$ cat src/rtl/mem_pkg.sv
// Shared memory-stage types and sizing constants.
// Used by the store buffer and its match logic.
package mem_pkg;

    localparam int SB_DEPTH   = 4;
    localparam int SB_MAX_AGE = 8;

    typedef struct packed {
        logic [29:0] waddr;
        logic [31:0] data;
    } sb_entry_t;

endpackage

$ cat src/rtl/sb_match.sv
// Youngest-first address match over the valid store buffer entries.
// Returns hit and the data of the youngest matching entry.
module sb_match
    import mem_pkg::*;
#(
    parameter int DEPTH = SB_DEPTH,
    parameter int PW    = $clog2(DEPTH),
    parameter int CW    = $clog2(DEPTH + 1)
) (
    input  sb_entry_t         entries [DEPTH],
    input  logic [PW-1:0]     head,
    input  logic [CW-1:0]     count,
    input  logic [29:0]       waddr,
    output logic              hit,
    output logic [31:0]       data
);

    logic [PW-1:0] idx;

    // Scan oldest to youngest so the last (youngest) match wins.
    always_comb begin
        hit  = 1'b0;
        data = '0;
        idx  = '0;
        for (int k = 0; k < DEPTH; k++) begin
            idx = head + PW'(k);
            if (CW'(k) < count && entries[idx].waddr == waddr) begin
                hit  = 1'b1;
                data = entries[idx].data;
            end
        end
    end

endmodule

$ cat src/rtl/store_buffer.sv
// Posted-write store buffer between EX/MEM and data memory.
// Drains when the port is idle; forwards to hitting loads.
module store_buffer
    import mem_pkg::*;
#(
    parameter int DEPTH   = SB_DEPTH,
    parameter int MAX_AGE = SB_MAX_AGE
) (
    input  logic                       clk,
    input  logic                       rst,
    input  logic [31:0]                Address,
    input  logic [31:0]                Write_Data,
    input  logic                       Mem_Read,
    input  logic                       Mem_Write,
    output logic [31:0]                Read_Data,
    output logic                       stall,
    output logic [31:0]                Dm_Address,
    output logic [31:0]                Dm_Write_Data,
    output logic                       Dm_Mem_Read,
    output logic                       Dm_Mem_Write,
    input  logic [31:0]                Dm_Read_Data,
    output logic [$clog2(DEPTH+1)-1:0] count,
    output logic                       empty
);

    localparam int PW = $clog2(DEPTH);
    localparam int CW = $clog2(DEPTH + 1);
    localparam int AW = $clog2(MAX_AGE + 1);

    sb_entry_t     entries [DEPTH];
    logic [PW-1:0] head;
    logic [PW-1:0] tail;
    logic [AW-1:0] age;
    logic [CW-1:0] count_next;
    logic [AW-1:0] age_next;

    logic        hit;
    logic [31:0] fwd_data;
    logic        is_load;
    logic        push;
    logic        force_drain;
    logic        miss;
    logic        drain;

    sb_match #(
        .DEPTH (DEPTH),
        .PW    (PW),
        .CW    (CW)
    ) u_match (
        .entries (entries),
        .head    (head),
        .count   (count),
        .waddr   (Address[31:2]),
        .hit     (hit),
        .data    (fwd_data)
    );

    assign empty = (count == '0);

    // Classify the cycle and steer the data-memory port.
    always_comb begin
        push        = Mem_Write;
        is_load     = Mem_Read && !Mem_Write;
        force_drain = is_load && !hit && !empty && (age == AW'(MAX_AGE));
        miss        = is_load && !hit && !force_drain;
        drain       = !empty && !miss && !rst;
        stall       = force_drain && !rst;

        Dm_Mem_Read   = miss;
        Dm_Mem_Write  = drain;
        Dm_Address    = '0;
        Dm_Write_Data = '0;
        if (miss) begin
            Dm_Address = Address;
        end else if (drain) begin
            Dm_Address    = {entries[head].waddr, 2'b00};
            Dm_Write_Data = entries[head].data;
        end

        Read_Data = '0;
        if (is_load && hit) begin
            Read_Data = fwd_data;
        end else if (miss) begin
            Read_Data = Dm_Read_Data;
        end
    end

    // Next occupancy and starvation age.
    always_comb begin
        count_next = count + CW'(push) - CW'(drain);
        age_next   = age;
        if (drain || count_next == '0) begin
            age_next = '0;
        end else if (!empty && age != AW'(MAX_AGE)) begin
            age_next = age + 1'b1;
        end
    end

    // FIFO storage, pointers, occupancy and age.
    always_ff @(posedge clk or posedge rst) begin
        if (rst) begin
            head  <= '0;
            tail  <= '0;
            count <= '0;
            age   <= '0;
            for (int i = 0; i < DEPTH; i++) begin
                entries[i] <= '0;
            end
        end else begin
            if (push) begin
                entries[tail] <= '{waddr: Address[31:2], data: Write_Data};
                tail          <= tail + 1'b1;
            end
            if (drain) begin
                head <= head + 1'b1;
            end
            count <= count_next;
            age   <= age_next;
        end
    end

endmodule

$ cat config.mk
export PLATFORM = sky130hd
export DESIGN_NAME = store_buffer
export DESIGN_NICKNAME = d
export VERILOG_FILES = /design/src/rtl/mem_pkg.sv /design/src/rtl/sb_match.sv /design/src/rtl/store_buffer.sv
export SDC_FILE = /design/constraint.sdc
export NUM_CORES = 1
export LEC_CHECK = 0
export ABC_AREA = 0
export ABC_CLOCK_PERIOD_IN_PS = 15700
export CAP_MARGIN = 25
export CORE_UTILIZATION = 35
export CTS_CLUSTER_DIAMETER = 60
export DETAILED_ROUTE_END_ITERATION = 8
export PLACE_DENSITY = 0.58
export SLEW_MARGIN = 0
export SYNTH_ARGS = -nofsm -noshare
export SYNTH_HDL_FRONTEND = slang
export SYNTH_SLANG_ARGS = --single-unit
$ cat constraint.sdc
create_clock -name clk -period 15.7 [get_ports clk]
set_clock_uncertainty 0.15 [all_clocks]
set_input_delay 3.14 -clock clk [delete_from_list [all_inputs] [get_ports clk]]
set_output_delay 3.14 -clock clk [all_outputs]
set_load 0.005 [all_outputs]
== Word level (Yosys, flattened, before mapping) ==
Cells that the tools add are included.

* Bits in registers: 259
* Bits of input ports: 100

* Reduce and logical (&&, ||, !) cells: 25
* Eq/ne operators: 6
* Magnitude comparators: 10
* Bitwise logic cells: 5
* Multiplexer cells: 31
* Add/subtract/negate cells: 7

{| class="wikitable"
|+ Operator list
! operator !! count
|-
| 62-bit 2-to-1 mux || 9
|-
| 62-bit binary-select mux with 2-bit select || 4
|-
| 32-bit 2-to-1 mux || 10
|-
| 248-bit bitwise mux || 1
|-
| 62-bit demux with 2-bit select || 1
|-
| 30-bit equality test || 4
|-
| 3-bit >= comparator (second input constant) || 5
|-
| 1-bit logical AND || 15
|-
| 2-bit NOT with 3-bit output || 5
|-
| 4-bit 2-to-1 mux || 2
|-
| 1-bit logical NOT || 6
|-
| 3-bit logical NOT || 2
|-
| 1-bit by 3-bit < comparator with 1-bit output (first input constant) || 2
|-
| 2-bit by 3-bit < comparator with 1-bit output (first input constant) || 2
|-
| 2-bit by 1-bit adder with 2-bit output (second input constant) || 2
|-
| 2-bit adder (second input constant) || 2
|-
| 4-bit by 1-bit adder with 4-bit output (second input constant) || 1
|-
| 4-bit equality test (second input constant) || 1
|-
| 1-bit 2-to-1 mux || 4
|-
| 4-bit inequality test (second input constant) || 1
|-
| 3-bit by 1-bit adder with 3-bit output || 1
|-
| 3-bit by 1-bit < comparator with 1-bit output (second input constant) || 1
|-
| 3-bit by 1-bit subtractor with 3-bit output || 1
|-
| 2-bit nonzero test || 1
|-
| 1-bit logical OR || 1
|}

== Logic depth before layout (Yosys ltp) ==
* Depth after elaboration: 23
* Mapped depth: 23
* Mapped depth without buffers: 16

== Cells and area by module ==
Synthesis repeated with hierarchy kept, for this count alone.

* Cells, all modules: 1834
* Area total of the unflattened synthesis: 20312.0 sq um

{| class="wikitable"
|+ By module, submodules not included
! module !! times used !! cells an instance !! area an instance (sq um) !! sequential area each (sq um)
|-
| store_buffer || 1 || 779 || 12209.2 || 6481.2
|-
| sb_match || 1 || 1055 || 8102.8 || 0.0
|}

== Worst setup path after synthesis ==
OpenSTA, ideal clock, no wires.

* Kind: input-to-output
* Start: in rst
* End: out Dm_Address[11]
* Required time: 12.410 ns
* Slack: 1.901 ns
* Stages on the path: 3
* Data arrival time: 10.509 ns
* Path through: inv_1 > nand2_1 > o31ai_1

* Longest elaborated chain between the ends: 4

{| class="wikitable"
|+ Ends and longest elaborated chain
! element !! RTL line !! text
|-
| from (decl) || store_buffer.sv:10 || <nowiki>input logic rst,</nowiki>
|-
| 1-bit logical NOT (no line) || -- ||
|-
| 1-bit logical AND || store_buffer.sv:66 || <nowiki>drain = !empty && !miss && !rst;</nowiki>
|-
| 32-bit 2-to-1 mux || store_buffer.sv:75 || <nowiki>end else if (drain) begin</nowiki>
|-
| 32-bit 2-to-1 mux || store_buffer.sv:73 || <nowiki>if (miss) begin</nowiki>
|-
| to (decl) || store_buffer.sv:17 || <nowiki>output logic [31:0] Dm_Address,</nowiki>
|}

Every way passes these cells.

== Final worst setup path ==
* Start: in Address[17]
* End: out Dm_Address[11]

* Longest elaborated chain between the ends: 17
* Elaborated cells on any way between the ends: 23
* Classes of those cells: 4 x eq/ne; 6 x mux; 13 x reduce/logical

{| class="wikitable"
|+ Ends and longest elaborated chain
! element !! RTL line !! text
|-
| from (decl) || store_buffer.sv:11 || <nowiki>input logic [31:0] Address,</nowiki>
|-
| 30-bit equality test || sb_match.sv:27 || <nowiki>if (CW'(k) < count && entries[idx].waddr == waddr) begin</nowiki>
|-
| 1-bit logical AND || sb_match.sv:27 ||
|-
| 1-bit 2-to-1 mux (3 in a row) || sb_match.sv:27 ||
|-
| 1-bit 2-to-1 mux * || sb_match.sv:27 ||
|-
| 1-bit logical NOT * || store_buffer.sv:64, store_buffer.sv:65 ||
|-
| 1-bit logical AND * || store_buffer.sv:64, store_buffer.sv:65 ||
|-
| 1-bit logical AND (2 in a row) || store_buffer.sv:64 || <nowiki>force_drain = is_load && !hit && !empty && (age == AW'(MAX_AGE));</nowiki>
|-
| 1-bit logical NOT || store_buffer.sv:65 || <nowiki>miss = is_load && !hit && !force_drain;</nowiki>
|-
| 1-bit logical AND * || store_buffer.sv:65 ||
|-
| 1-bit logical NOT || store_buffer.sv:66 ||
|-
| 1-bit logical AND (2 in a row) || store_buffer.sv:66 ||
|-
| 32-bit 2-to-1 mux || store_buffer.sv:75 ||
|-
| 32-bit 2-to-1 mux * || store_buffer.sv:73 ||
|}

Mark *: on every way between the ends. The rest lies on a longest branch, timed or not.

==> impl_metrics.tcl <==
set metrics [dict create \
    slew_violations 0 \
    critPathBufInv 6 \
    postCtsHoldBufs 0 \
    drt_iter0_markers 1601 \
    reg2reg_depth 17 \
    drt-wirelength-per-cell_um 24.01 \
    ios 203 \
    ir_drop_mv 0.1478 \
    holdPathEnd "entries[54]" \
    gp_congestion 0.9858 \
    cp_cell_sequence "clkdlybuf4s50_1, clkinv_1, a221oi_1, o2111ai_1, or4_1, buf_4, or4_1, buf_4, o211ai_1, nor2_4, buf_12, o31ai_1, clkdlybuf4s50_1" \
    grt_util_met3_pct 3.706 \
    slew_headroom_pct 29.46 \
    use_met1_pct 33.31 \
    port_buffers 202 \
    critical_path.slowest_cell "clkdlybuf4s50_1" \
    area_growth_pct 18.18 \
    start_util_pct 35.40 \
    final_util_pct 41.83 \
    cts-root-buf "clkbuf_16" \
    yosysWarnings 0 \
    rr_startpoint "head[0]" \
    track_usage_pct 23.95 \
    min_from "entries[54]" \
    endpoint_kind "primary output" \
    synthCells 2073 \
    busiest_layer "met2" \
    status "complete, no violations" \
    critPathMaxFanout 42 \
    setup_viol 0 \
    syn-num-nets 2184 \
    die_h_um 240.8 \
    post-cts-setup-buffer-count 0 \
    layout.nets 2255 \
    crit_required_ns 12.41 \
    power_density_nw_per_um2 222.5 \
    post-route-period-util_pct 75.49 \
    viasPerCell 5.902 \
    grt-ovfl-total 0 \
    synthArstFlopShare_pct 100.0 \
    ys_seq_elements 259 \
    synth.distinct_cells 74 \
    vias 17290 \
    period_needed_ns 11.85 \
    maxCapViolCount 0 \
    cts.sinks 259 \
    reg2reg_to "age[2]" \
    synth_edf_count 0 \
    antenna_found_initial 1 \
    cts_buffer_depth 3 \
    crit_family "buffers and inverters" \
    crit_type "input pin to primary output" \
    dp_hpwl_um 47540 \
    tightest_slew_ns 1.058 \
    grt_max_degree 138 \
    drtAntennaViolNets 0 \
    whs_path_depth 2 \
    rsz0062_at_grt "no" \
    drt_wl_total_um 70310 \
    drive_above_1_share_pct 20.44 \
    hold_viol 0 \
    dominantRegCellSynth "dfrtp_1" \
    die_area_um2 57990 \
    clk_pin_slew_ns 0.05 \
    cts_tree "built" \
    tns_ns 0 \
    ys_top_cells_by_area "dfrtp_1 32%, mux2_2 13%, mux2i_1 9.2%, mux4_2 5.5%, xnor2_1 4.2%" \
    power.leakage_nw 9.478 \
    htree_num_levels 2 \
    worstSkewPairLatency_ns 0.55 \
    drc 0 \
    final_common_cell "dfrtp_1" \
    cp-start-kind "input pin" \
    fp-row-count 87 \
    ctsResizeCount 0 \
    hold_class "register to register" \
    cp_data_arrival_time_ns 8.56 \
    met2_usage_pct 37.68 \
    mostFrequentLayoutCells "257 x dfrtp_1, 233 x mux2_2, 202 x clkdlybuf4s50_1" \
    yosys.area.top_type "dfrtp_1" \
    core_region_area_um2 56390 \
    grt_pass1_vias 16560 \
    grt_pass1_wl_um 105500 \
    fmax_ghz 0.08437 \
    ys_seq_area_share_pct 32.47 \
    rrSetupSlack_ns 8.56 \
    synth_top_area_share_pct 32.47 \
    die_w_um 240.8 \
    critPathMaxStageDelay_ns 0.79 \
    mappedNetlistArea_um2 19960 \
    cts_buffers 37 \
    dr.pass1.iters 5 \
    syn_area_per_cell_um2 9.629 \
]
## per-stage QoR
step                std cells  worst slack, ns  hold WS [ns]  area (um2)  power [mW]
finish                   2929            3.847        0.3564       23590       5.248
CTS                      2926            3.991        0.3562       23530       5.227
detailed placement       2859            4.003        0.3460       22320       4.361
global route             2928            3.611        0.3851       23590       5.553
floorplan                2073            1.901        0.3204       19960       3.417
global placement         2857            3.975        0.3339       22270       4.315
## layer usage
metal  vias up  wire [um]
met1      8670      31080
met2       671      32280
met4         2       2346
li1       7817          -
met3       127       4585
met5         -         13
## cell type report
cell class	count	area (um2)
repair buffers	235	2367
inverters	72	279.0
clock buffers	49	1041
diodes	1	2.502
multi-input cells	1539	12290
flip-flops and latches	259	6489
fillers	5529	32800
well taps	756	945.9
clock inverters	18	170.2
## state kept, by name, summed over array words and instances, names as in the netlist
| signal | cells |
|---|---|
| entries | 248 |
| age | 4 |
| count | 3 |
| head | 2 |
| tail | 2 |
## cell families (layout without fill, tap and decap cells)
group,after synthesis,count (layout),share of synthesized area (%)
AND/OR/NAND/NOR,467,467,10.65
XOR/XNOR,109,109,4.820
adder cells (fa/ha/maj),11,11,0.7271
multiplexers,466,466,27.91
flip-flops,259,259,32.47
other,0,1,0
buffers and inverters,275,374,6.243
AO/OA/AOI/OAI,486,486,17.18
## worst min-delay path, delay by kind of cell, from the launching register on
family | cells | cell delay (ns)
AND/OR/NAND/NOR | 1 | 0.05
AO/OA/AOI/OAI | 1 | 0.06
flip-flops | 1 | 0.35
## synthesized netlist by cell type, drive strengths merged (8+ instances only)
master,instances
nor3,35
or4,9
dfrtp,259
o2111ai,9
mux2i,183
a21oi,24
a22oi,14
nand2,204
a31oi,57
a311o,8
inv,68
nor2,143
buf,102
mux2,234
a31o,25
xor2,12
and3,12
nor4,10
a32o,32
ha,10
a311oi,12
nand3,18
mux4,49
o22ai,13
nand4,9
a211oi,36
o21ai,141
clkbuf,101
a21boi,8
o31ai,26
xnor2,97
o41ai,31
## power by group
group,leakage (nW),internal [mW],switching [mW],total (mW)
sequential,3.14,1.00,0.343,1.34
clock,0.607,0.503,0.335,0.838
combinational,5.74,1.38,1.69,3.07
total,9.48,2.88,2.36,5.25
## worst max path at each step
stage                      from        endpoint  cells after the start
global route        Address[17]  Dm_Address[11]                     13
floorplan                   rst  Dm_Address[11]                      3
detailed placement  Address[17]  Dm_Address[11]                     13
global placement    Address[17]  Dm_Address[11]                     12
CTS                 Address[17]  Dm_Address[11]                     13
finish              Address[17]  Dm_Address[11]                     13
No activity file was read; power rests on OpenSTA's default activity.
